===== src/rtl/bp_lite_to_stream_if.sv =====
// Message header type shared by the Lite and Stream sides, plus the two
// handshake interfaces used as ports of bp_lite_to_stream.
//   bp_lite_if   : header + full-width data, valid/ready handshake
//   bp_stream_if : header + beat data, valid/yumi handshake, lock
package bp_lite_to_stream_pkg;

  localparam int unsigned paddr_width_gp   = 40;
  localparam int unsigned payload_width_gp = 16;

  typedef enum logic [3:0] {
    e_mem_msg_rd    = 4'd0,
    e_mem_msg_wr    = 4'd1,
    e_mem_msg_uc_rd = 4'd2,
    e_mem_msg_uc_wr = 4'd3
  } mem_msg_e;

  typedef struct packed {
    logic [payload_width_gp-1:0] payload;
    logic [2:0]                  size;     // log2 of message bytes
    logic [paddr_width_gp-1:0]   addr;
    mem_msg_e                    msg_type;
  } mem_header_s;

endpackage

// Wide Lite message: one header with all of its data.
interface bp_lite_if #(parameter int unsigned data_width_p = 512);
  bp_lite_to_stream_pkg::mem_header_s header;
  logic [data_width_p-1:0]            data;
  logic                               v;
  logic                               ready;

  modport master (output header, data, v, input ready);
  modport slave  (input header, data, v, output ready);
endinterface

// Narrow Stream beat: header and one data slice; lock marks more beats to come.
interface bp_stream_if #(parameter int unsigned data_width_p = 64);
  bp_lite_to_stream_pkg::mem_header_s header;
  logic [data_width_p-1:0]            data;
  logic                               v;
  logic                               yumi;
  logic                               lock;

  modport master (output header, data, v, lock, input yumi);
  modport slave  (input header, data, v, lock, output yumi);
endinterface


===== src/rtl/bp_lite_to_stream.sv =====
// Serializes one Lite message (header + wide data) into Stream beats.
// Ports:
//   clk_i, reset_i : clock, synchronous active-high reset
//   lite_i         : Lite input (header, data, v in; ready out)
//   stream_o       : Stream output (header, data, v, lock out; yumi in)
module bp_lite_to_stream
  import bp_lite_to_stream_pkg::*;
#(
  parameter int unsigned in_data_width_p  = 512,
  parameter int unsigned out_data_width_p = 64,
  parameter bit          master_p         = 1'b0
) (
  input  logic         clk_i,
  input  logic         reset_i,
  bp_lite_if.slave     lite_i,
  bp_stream_if.master  stream_o
);

  localparam int unsigned stream_words_lp = in_data_width_p / out_data_width_p;
  localparam int unsigned out_bytes_lp    = out_data_width_p / 8;
  localparam int unsigned cnt_w_lp        = (stream_words_lp > 1) ? $clog2(stream_words_lp) : 1;
  localparam int unsigned addr_w_lp       = paddr_width_gp;
  localparam bit          widths_ok_lp    = ((in_data_width_p % out_data_width_p) == 0);

  typedef enum logic {e_ready, e_stream} state_e;

  state_e                     state_q, state_d;
  mem_header_s                header_q, header_d;
  logic [in_data_width_p-1:0] data_q, data_d;
  logic [cnt_w_lp-1:0]        cnt_q, cnt_d;
  logic                       ready_q, ready_d;
  logic                       v_q, v_d;
  logic                       lock_q, lock_d;
  logic                       last_c;

  // Index of the final beat for a given header.
  function automatic logic [cnt_w_lp-1:0] last_beat(input mem_header_s h);
    logic        is_wr;
    logic        has_data;
    int unsigned beats;
    is_wr    = (h.msg_type == e_mem_msg_wr) || (h.msg_type == e_mem_msg_uc_wr);
    has_data = master_p ? is_wr : !is_wr;
    beats    = 1;
    if (has_data) beats = (32'(1) << h.size) / out_bytes_lp;
    if (beats == 0) beats = 1;
    // Oversized messages are illegal; clamp to keep the counter in range.
    if (beats > stream_words_lp) beats = stream_words_lp;
    return cnt_w_lp'(beats - 1);
  endfunction

  assign last_c = (cnt_q == last_beat(header_q));

  // Next-state: accept one message, then walk header address and data per beat.
  always_comb begin
    state_d  = state_q;
    header_d = header_q;
    data_d   = data_q;
    cnt_d    = cnt_q;
    case (state_q)
      e_ready: begin
        if (lite_i.v && ready_q) begin
          state_d  = e_stream;
          header_d = lite_i.header;
          data_d   = lite_i.data;
          cnt_d    = '0;
        end
      end
      e_stream: begin
        if (stream_o.yumi) begin
          if (last_c) begin
            state_d = e_ready;
          end else begin
            cnt_d         = cnt_q + cnt_w_lp'(1);
            header_d.addr = header_q.addr + addr_w_lp'(out_bytes_lp);
            data_d        = data_q >> out_data_width_p;
          end
        end
      end
      default: state_d = e_ready;
    endcase
    ready_d = (state_d == e_ready);
    v_d     = (state_d == e_stream);
    lock_d  = v_d && (cnt_d != last_beat(header_d));
  end

  // State and registered handshake outputs; ready/valid held low under reset.
  always_ff @(posedge clk_i) begin
    if (reset_i) begin
      state_q  <= e_ready;
      header_q <= '0;
      data_q   <= '0;
      cnt_q    <= '0;
      ready_q  <= 1'b0;
      v_q      <= 1'b0;
      lock_q   <= 1'b0;
    end else begin
      state_q  <= state_d;
      header_q <= header_d;
      data_q   <= data_d;
      cnt_q    <= cnt_d;
      ready_q  <= ready_d;
      v_q      <= v_d;
      lock_q   <= lock_d;
    end
  end

  assign lite_i.ready    = ready_q;
  assign stream_o.v      = v_q;
  assign stream_o.lock   = lock_q;
  assign stream_o.header = header_q;
  assign stream_o.data   = data_q[out_data_width_p-1:0];

  // Simulation checks on configuration and handshake usage.
  always_ff @(posedge clk_i) begin
    if (!reset_i) begin
      a_width: assert (widths_ok_lp);
      a_yumi:  assert (!stream_o.yumi || v_q);
      if (lite_i.v && ready_q) begin
        a_size: assert ((32'(1) << lite_i.header.size) <= (in_data_width_p / 8));
      end
    end
  end

endmodule


===== src/flat_wrapper.sv =====
// flat-port wrapper written by rule: the top's interface ports become plain ports
module bp_lite_to_stream_flat import bp_lite_to_stream_pkg::*;
#(
  parameter int unsigned in_data_width_p  = 512,
  parameter int unsigned out_data_width_p = 64,
  parameter bit          master_p         = 1'b0
)
  (clk_i, reset_i, lite_i_header, lite_i_data, lite_i_v, lite_i_ready, stream_o_header, stream_o_data, stream_o_v, stream_o_lock, stream_o_yumi);
  bp_lite_if #(.data_width_p(512)) lite_i_i ();
  bp_stream_if #(.data_width_p(64)) stream_o_i ();
  input  logic clk_i;
  input  logic reset_i;
  input wire logic [$bits(lite_i_i.header)-1:0] lite_i_header;
  input wire logic [$bits(lite_i_i.data)-1:0] lite_i_data;
  input wire logic [$bits(lite_i_i.v)-1:0] lite_i_v;
  output wire logic [$bits(lite_i_i.ready)-1:0] lite_i_ready;
  output wire logic [$bits(stream_o_i.header)-1:0] stream_o_header;
  output wire logic [$bits(stream_o_i.data)-1:0] stream_o_data;
  output wire logic [$bits(stream_o_i.v)-1:0] stream_o_v;
  output wire logic [$bits(stream_o_i.lock)-1:0] stream_o_lock;
  input wire logic [$bits(stream_o_i.yumi)-1:0] stream_o_yumi;
  assign lite_i_i.header = lite_i_header;
  assign lite_i_i.data = lite_i_data;
  assign lite_i_i.v = lite_i_v;
  assign lite_i_ready = lite_i_i.ready;
  assign stream_o_header = stream_o_i.header;
  assign stream_o_data = stream_o_i.data;
  assign stream_o_v = stream_o_i.v;
  assign stream_o_lock = stream_o_i.lock;
  assign stream_o_i.yumi = stream_o_yumi;
  bp_lite_to_stream #(.in_data_width_p(in_data_width_p), .out_data_width_p(out_data_width_p), .master_p(master_p)) u_core (.clk_i(clk_i), .reset_i(reset_i), .lite_i(lite_i_i), .stream_o(stream_o_i));
endmodule

===== config.mk =====
export PLATFORM = sky130hd
export DESIGN_NAME = bp_lite_to_stream_flat
export DESIGN_NICKNAME = d
export VERILOG_FILES = /design/src/rtl/bp_lite_to_stream_if.sv /design/src/rtl/bp_lite_to_stream.sv /design/src/flat_wrapper.sv
export SDC_FILE = /design/constraint.sdc
export NUM_CORES = 1
export LEC_CHECK = 0
export BUFFER_PORTS_ARGS = -buffer_cell sky130_fd_sc_hd__buf_2
export CORE_MARGIN = 2
export CORE_UTILIZATION = 35
export DETAILED_ROUTE_END_ITERATION = 8
export GPL_TIMING_DRIVEN = 0
export PLACE_DENSITY_LB_ADDON = 0.3
export SLEW_MARGIN = 20
export SYNTH_ARGS = -nofsm -noshare
export SYNTH_HDL_FRONTEND = slang
export SYNTH_SLANG_ARGS = --single-unit
export TNS_END_PERCENT = 30

===== constraint.sdc =====
create_clock -name clk_i -period 2.5 [get_ports clk_i]
set_input_delay 0.25 -clock clk_i [delete_from_list [all_inputs] [get_ports clk_i]]
set_output_delay 0.25 -clock clk_i [all_outputs]
set_load 0.01 [all_outputs]

Word level (Yosys, flattened, before mapping) --
Index checks and enable logic that the tools add are counted.
Storage, ports and cells: memory bits (writable) 0, register bits 581, memories 0, ROM bits 0, input port bits 579, word-level logic and storage cells 60, latch bits 0, output and inout port bits 130
Cells by class: bitwise logic cells 2, reduce and logical (&&, ||, !) cells 8, eq/ne operators 9, $add $sub $neg 4, divide/modulo/power cells 0, multiplexer cells 24, shifts and indexed selects 2, $mul 0, magnitude comparators 2
Operator list (count):
- 2-to-1 mux 512 bit | 3
- case mux 512 bit (2 select lines) | 1
- 2-to-1 mux 29 bit | 4
- 2-to-1 mux 40 bit | 2
- case mux 40 bit (2 select lines) | 1
- logical NOT 32 bit | 2
- << shifter 1 x 3 -> 32 bit (first input constant) | 2
- greater-than comparator 29 x 4 -> 1 bit (second input constant) | 2
- 2-to-1 mux 47 bit | 1
- adder 40 x 4 -> 40 bit (second input constant) | 1
- 2-to-1 mux 3 bit | 6
- equality test 4 x 1 -> 1 bit (second input constant) | 2
- equality test 4 x 2 -> 1 bit (second input constant) | 2
- case mux 3 bit (2 select lines) | 1
- subtractor 3 x 1 -> 3 bit (second input constant) | 2
- 2-to-1 mux 4 bit | 1
- != test 2 bit (second input constant) | 2
- adder 3 x 1 -> 3 bit (second input constant) | 1
- equality test 3 bit | 1
- 2-to-1 mux 1 bit | 3
- != test 3 bit | 1
- AND reduction 3 bit | 1
- logical AND 1 bit | 2
- logical OR 1 bit | 2
- 4 further kinds | 5

Logic depth before layout (Yosys ltp) --
word-level depth 14, mapped depth 14, depth with buffers taken out 11

Least setup slack after synthesis --
No wires, ideal clock.
path kind register to register, start point reg u_core.header_q, in the netlist u_core.stream_o.header[0], end point reg u_core.lock_q (netlist: u_core.stream_o.lock), setup time 0.120 ns, required time 2.380 ns, slack -0.086 ns, buffers on the path 2, arrival 2.466 ns, clock period less this slack 2.586 ns, cell stages (with the launch flop) 13, path through dfxtp_1 nor3b_4 nor2_1 ha_1 xnor2_1 o21a_1 o2111a_1 buf_6 or2_1 buf_6 a31oi_1 xor2_1 o31a_1
On the way: word-level cells in the longest chain between the ends 14, elaborated cells between the ends (all ways) 29, classes of those cells add/sub (2); order compare (2); eq/ne (6); mux (14); reduce/logical (5)
Ends and longest elaborated chain:
- from (decl) | line bp_lite_to_stream.sv:28 | mem_header_s header_q, header_d;
- from (signal assigned) | line bp_lite_to_stream.sv:98 | header_q <= header_d;
- equality test 4 x 1 -> 1 bit or equality test 4 x 2 -> 1 bit (tied branches) | line bp_lite_to_stream.sv:41 | is_wr = (h.msg_type == e_mem_msg_wr) || (h.msg_type == e_mem_msg_uc_wr);
- logical OR 1 bit | line bp_lite_to_stream.sv:41
- 2-to-1 mux 29 bit | line bp_lite_to_stream.sv:44 | if (has_data) beats = (32'(1) << h.size) / out_bytes_lp;
- logical NOT 32 bit | line bp_lite_to_stream.sv:45 | if (beats == 0) beats = 1;
- 2-to-1 mux 29 bit | line bp_lite_to_stream.sv:45
- greater-than comparator 29 x 4 -> 1 bit | line bp_lite_to_stream.sv:47 | if (beats > stream_words_lp) beats = stream_words_lp;
- 2-to-1 mux 3 bit | line bp_lite_to_stream.sv:47
- subtractor 3 x 1 -> 3 bit | line bp_lite_to_stream.sv:48 | return cnt_w_lp'(beats - 1);
- equality test 3 bit | line bp_lite_to_stream.sv:51 | assign last_c = (cnt_q == last_beat(header_q));
- 2-to-1 mux 3 bit | line bp_lite_to_stream.sv:70 | if (last_c) begin
- 2-to-1 mux 3 bit | line bp_lite_to_stream.sv:69 | if (stream_o.yumi) begin
- case mux 3 bit (2 select lines) | line bp_lite_to_stream.sv:59 | case (state_q)
- != test 3 bit | line bp_lite_to_stream.sv:83 | lock_d = v_d && (cnt_d != last_beat(header_d));
- logical AND 1 bit (*) | line bp_lite_to_stream.sv:83
- to (signal assigned) | line bp_lite_to_stream.sv:103 | lock_q <= lock_d;
- to (decl) | line bp_lite_to_stream.sv:33 | logic lock_q, lock_d;
Mark *: on every way between the ends. The rest lies on a longest branch, timed or not. The select of a mux whose other input is x is not followed. A chain may end at the register's enable or synchronous reset.

Worst setup path in the final report --
start point reg u_core.header_q, in the netlist u_core.stream_o.header[3], end point reg u_core.data_q[431]
On the way: word-level cells in the longest chain between the ends 11, elaborated cells between the ends (all ways) 12, classes of those cells add/sub (1); order compare (1); eq/ne (4); mux (3); reduce/logical (3)
Ends and longest elaborated chain:
- equality test 4 x 1 -> 1 bit or equality test 4 x 2 -> 1 bit (tied branches) | line bp_lite_to_stream.sv:41
- logical OR 1 bit (*) | line bp_lite_to_stream.sv:41
- 2-to-1 mux 29 bit (*) | line bp_lite_to_stream.sv:44
- logical NOT 32 bit | line bp_lite_to_stream.sv:45
- 2-to-1 mux 29 bit (*) | line bp_lite_to_stream.sv:45
- greater-than comparator 29 x 4 -> 1 bit | line bp_lite_to_stream.sv:47
- 2-to-1 mux 3 bit (*) | line bp_lite_to_stream.sv:47
- subtractor 3 x 1 -> 3 bit (*) | line bp_lite_to_stream.sv:48
- equality test 3 bit (*) | line bp_lite_to_stream.sv:51
- != test 2 bit (no source line) (*)
- AND reduction 3 bit (no source line) (*)
- to (signal assigned) | line bp_lite_to_stream.sv:99 | data_q <= data_d;
- to (decl) | line bp_lite_to_stream.sv:29 | logic [in_data_width_p-1:0] data_q, data_d;
Mark *: on every way between the ends. The rest lies on a longest branch, timed or not.

==> impl_table.tex <==
\begin{tabular}{lr}
\hline
Metric & Value \\
\hline
\multicolumn{2}{l}{\textbf{Outcome}} \\
Status & finished, violations left \\
Violated checks & setup timing \\
\multicolumn{2}{l}{\textbf{Pwr}} \\
Switching portion of total power & 0.285 \\
Power Internal & 18.5 mW \\
Combinational share of power & 0.200 \\
Peak supply drop & 0.000639 V \\
Relative contribution of sequential cells to total power & 0.410 \\
Static Leakage & 14.8 nW \\
Power per unit of standard cell area & 677 nW/um\^{}2 \\
Net load switching power & 7.36 mW \\
Share of total power in the clock network & 0.390 \\
\multicolumn{2}{l}{\textbf{Route}} \\
Via count & 26100 \\
Via density per instance & 5.16 \\
Average routed wire per standard cell & 21.9 um \\
Antenna-violating nets left & 0 \\
Number of detailed-routing iterations run before antenna repair & 5 \\
Residual DRC & 0 \\
Total wire length after detailed routing & 110000 um \\
DR iter-0 viols & 1439 \\
\multicolumn{2}{l}{\textbf{Finish}} \\
Synthesis-to-layout area growth & 48.6\% \\
Cell area after layout & 38100 um\^{}2 \\
Fraction of final layout cells sized beyond drive strength 1 & 0.273 \\
Count of filler cells inserted in the layout & 6816 \\
Fin nets & 4589 \\
Total area of multi-input combinational cells & 12700 um\^{}2 \\
Footprint of the flip-flops and latches & 11600 um\^{}2 \\
\multicolumn{2}{l}{\textbf{Worst hold path}} \\
Worst min-delay path category & in2reg \\
Worst Hold Launch & lite\_i\_data[278] \\
Hold path cells & 3 \\
\multicolumn{2}{l}{\textbf{Yosys}} \\
Count of flip-flops with a built-in enable after synthesis & 0 \\
Post-synthesis sequential area ratio & 0.453 \\
Flip-flop and latch count after synthesis & 581 \\
Cell taking the most area after synthesis & sky130\_fd\_sc\_hd\_\_dfxtp\_1 \\
Mean instance size in the synthesized netlist & 9.10 um\^{}2 \\
Synthesized instance count & 2822 \\
Unique cell type count in the Yosys netlist & 54 \\
Area share of the leading cell type in the synthesized netlist & 0.453 \\
Number of synthesis warnings & 0 \\
Most numerous cell types in the synthesized netlist & 581 x sky130\_fd\_sc\_hd\_\_dfxtp\_1, 492 x sky130\_fd\_sc\_hd\_\_nor2\_1, 451 x sky130\_fd\_sc\_hd\_\_a211oi\_1 \\
Total standard cell area after synthesis & 25700 um\^{}2 \\
Cell types occupying the most area after synthesis & sky130\_fd\_sc\_hd\_\_dfxtp\_1 45\%, sky130\_fd\_sc\_hd\_\_mux2i\_1 18\%, sky130\_fd\_sc\_hd\_\_a211oi\_1 13\% \\
Most common cell in the netlist & sky130\_fd\_sc\_hd\_\_dfxtp\_1 \\
Share of synthesized registers carrying an async set or reset & 0 \\
Post-synth net total & 3405 \\
Predominant post-synthesis flop cell & sky130\_fd\_sc\_hd\_\_dfxtp\_1 \\
\multicolumn{2}{l}{\textbf{Placement}} \\
HPWL reported at the end of detailed placement & 83200 um \\
Worst slack, placed & -1.10 ns \\
Port Buffer Count & 707 \\
Last weighted congestion value of the routability-driven placer & 0.898 \\
Post-detailed-placement cell area & 30400 um\^{}2 \\
\multicolumn{2}{l}{\textbf{Setup path}} \\
Register-to-register path setup slack & -0.17 ns \\
Worst flop-to-flop path endpoint & u\_core.data\_q[431] \\
Crit path launch & u\_core.stream\_o.header[3] \\
Critical path class & reg2reg \\
Cell depth of the worst flop-to-flop path & 13 \\
Termination of the worst setup path & u\_core.data\_q[431] \\
Startpoint kind of the worst setup timing path & flop \\
Worst flop-to-flop path startpoint & u\_core.stream\_o.header[3] \\
Critical path arrival & 3.17 ns \\
CP required & 3.00 ns \\
Maximum fanout along the worst path & 10 \\
Crit. End Element & flop \\
\multicolumn{2}{l}{\textbf{Floorplan}} \\
Site Rows & 99 \\
Total Die Area & 75500 um\^{}2 \\
Floorplan core area & 72800 um\^{}2 \\
Vertical die dimension & 275 um \\
Ports placed on the boundary & 709 \\
Floorplan die width & 275 um \\
Effective utilization at floorplan & 0.352 \\
\multicolumn{2}{l}{\textbf{Clock tree}} \\
Clock Root Buffer & sky130\_fd\_sc\_hd\_\_clkbuf\_16 \\
CTS tree & built \\
Clock sink total & 581 \\
Clock latency at the later pin of the worst-skew pair & 0.60 ns \\
Maximum buffer depth of the clock tree & 3 \\
H-Tree Level Count & 3 \\
Clock-pin slew reported for the worst setup and hold paths after clock tree synthesis & 0.06 ns \\
Total clock buffers created by CTS & 67 \\
\multicolumn{2}{l}{\textbf{Timing}} \\
Min cycle time layout & 2.67 ns \\
Final setup violating endpoints & 487 \\
Final hold violations & 0 \\
Final Max Slew Viols & 0 \\
Worst Clk Skew & 0.0223 ns \\
Post-route clock period utilization & 1.07 \\
Post-layout worst setup margin & -0.169 ns \\
Actual transition at the worst max-transition pin & 0.993 ns \\
Achievable Freq & 0.375 GHz \\
Setup repair after global routing missed its margin & yes \\
Slew headroom & 0.338 \\
\multicolumn{2}{l}{\textbf{GRT}} \\
Global-route usage over all layers & 0.275 \\
Wire length of the first global-routing pass & 157000 um \\
Antenna violations before repair & 38 \\
Number of global-route vias before repair & 25700 \\
Remaining global-route overflow & 0 \\
Pin count of the biggest net entering global routing & 14 \\
\multicolumn{2}{l}{\textbf{Job}} \\
Reported max-cap violation count & 0 \\
\hline
\end{tabular}
-- kinds of logic after synthesis --
group | after synthesis | synth area share
buffers and inverters | 335 | 0.0651
AO/OA/AOI/OAI | 640 | 0.174
adder cells (fa/ha/maj) | 4 | 0.00195
XOR/XNOR | 9 | 0.00307
multiplexers | 449 | 0.175
AND/OR/NAND/NOR | 804 | 0.127
flip-flops | 581 | 0.453
-- placed cells by master (no fill, tap or decap), types with 4 or more instances in the layout --
master	instances
sky130_fd_sc_hd__buf_8	20
sky130_fd_sc_hd__clkbuf_16	78
sky130_fd_sc_hd__o21ai_0	23
sky130_fd_sc_hd__nor2_4	9
sky130_fd_sc_hd__buf_4	95
sky130_fd_sc_hd__a222oi_1	6
sky130_fd_sc_hd__buf_2	715
sky130_fd_sc_hd__nor3_1	12
sky130_fd_sc_hd__nand2_1	174
sky130_fd_sc_hd__dlygate4sd3_1	391
sky130_fd_sc_hd__diode_2	31
sky130_fd_sc_hd__a21oi_1	116
sky130_fd_sc_hd__a31oi_1	7
sky130_fd_sc_hd__clkinv_2	12
sky130_fd_sc_hd__nor2_1	480
sky130_fd_sc_hd__buf_6	44
sky130_fd_sc_hd__inv_6	5
sky130_fd_sc_hd__a211oi_1	416
sky130_fd_sc_hd__clkbuf_2	21
sky130_fd_sc_hd__nor4_1	4
sky130_fd_sc_hd__a21o_1	5
sky130_fd_sc_hd__clkbuf_8	14
sky130_fd_sc_hd__mux2i_1	449
sky130_fd_sc_hd__o31ai_1	5
sky130_fd_sc_hd__inv_1	10
sky130_fd_sc_hd__a211oi_2	35
sky130_fd_sc_hd__or3_1	5
sky130_fd_sc_hd__nand4_1	4
sky130_fd_sc_hd__buf_1	6
sky130_fd_sc_hd__bufinv_16	5
sky130_fd_sc_hd__dfxtp_1	577
sky130_fd_sc_hd__nand3_1	85
sky130_fd_sc_hd__buf_12	17
sky130_fd_sc_hd__clkbuf_4	4
sky130_fd_sc_hd__xor2_1	6
sky130_fd_sc_hd__clkbuf_1	124
-- power groups by stage --
stage / sequential (mW) / combinational [mW] / clock [mW]
floorplan: 10.6 / 2.58 / 0
finish: 10.6 / 5.16 / 10.1
global route: 10.7 / 5.59 / 10.6
detailed placement: 10.8 / 4.13 / 0
global placement: 10.7 / 4.10 / 0
CTS: 10.6 / 4.82 / 10.2
-- through the flow --
stage          total power [mW]  hold slack (ns)  instances  setup TNS (ns)  utilization
3_3_place_gp               14.8            0.440       4488         -399.45        0.418
6_report                   25.8           0.0202       5047          -25.89        0.524
5_1_grt                    26.8          0.00470       5043          -85.86        0.524
2_1_floorplan              13.2            0.378       2822               0            -
3_5_place_dp               14.9            0.444       4488         -416.07        0.418
4_1_cts                    25.6        0.0000223       5000          -42.44        0.509
-- cell type report --
type	instances	share of cell area
antenna	31	0.00203
buffer	323	0.0648
tap	959	0.0315
sequential	581	0.305
inverter	11	0.00108
clock inverter	27	0.00817
timing repair buffer	1116	0.205
multi-input combinational	1906	0.333
clock buffer	93	0.0502
-- metal layers --
metal,up-vias,track usage,part of all wire
met5,-,0,0.0010
met4,18,0.106,0.040
met3,258,0.0492,0.059
met2,1029,0.487,0.50
met1,12300,0.330,0.40
li1,12500,-,-
-- timing repair --
action	4_1_cts	5_1_grt
buffers inserted	2	5
gates cloned	0	11
hold endpoints to repair	391	0
endpoints found under the setup margin	574	560
hold buffers	391	0
resized for setup	165	200
pin swaps	2	26
-- how the worst min path moves through the flow --
stage	slack, ns	endpoint
final	0.02	u_core.data_q[278]
after global routing	0.005	u_core.data_q[267]
after CTS	0.00002	u_core.data_q[307]
after detailed placement	0.44	u_core.stream_o.header[6]
after global placement	0.44	u_core.stream_o.header[6]
after floorplan	0.38	u_core.stream_o.header[0]
-- sequential cells by signal (all words and copies together) (netlist names) --
name	count
u_core.cnt_q	3
u_core.stream_o.lock	1
u_core.stream_o.header	63
u_core.lite_i.ready	1
u_core.state_q	1
u_core.data_q	512
-- worst max-delay path, cell delays in order (launching register included) --
cell and delay [ns]:
sky130_fd_sc_hd__dfxtp_2 0.34, sky130_fd_sc_hd__nor3b_4 0.25, sky130_fd_sc_hd__nor2_4 0.06, sky130_fd_sc_hd__ha_2 0.19, sky130_fd_sc_hd__xnor2_2 0.13, sky130_fd_sc_hd__o21a_1 0.10
sky130_fd_sc_hd__o2111a_1 0.25, sky130_fd_sc_hd__buf_6 0.14, sky130_fd_sc_hd__o21ai_4 0.14, sky130_fd_sc_hd__buf_12 0.17, sky130_fd_sc_hd__buf_8 0.20, sky130_fd_sc_hd__buf_4 0.21
sky130_fd_sc_hd__nor2_1 0.07, sky130_fd_sc_hd__a211oi_1 0.28
No activity file was read; power rests on OpenSTA's default activity.
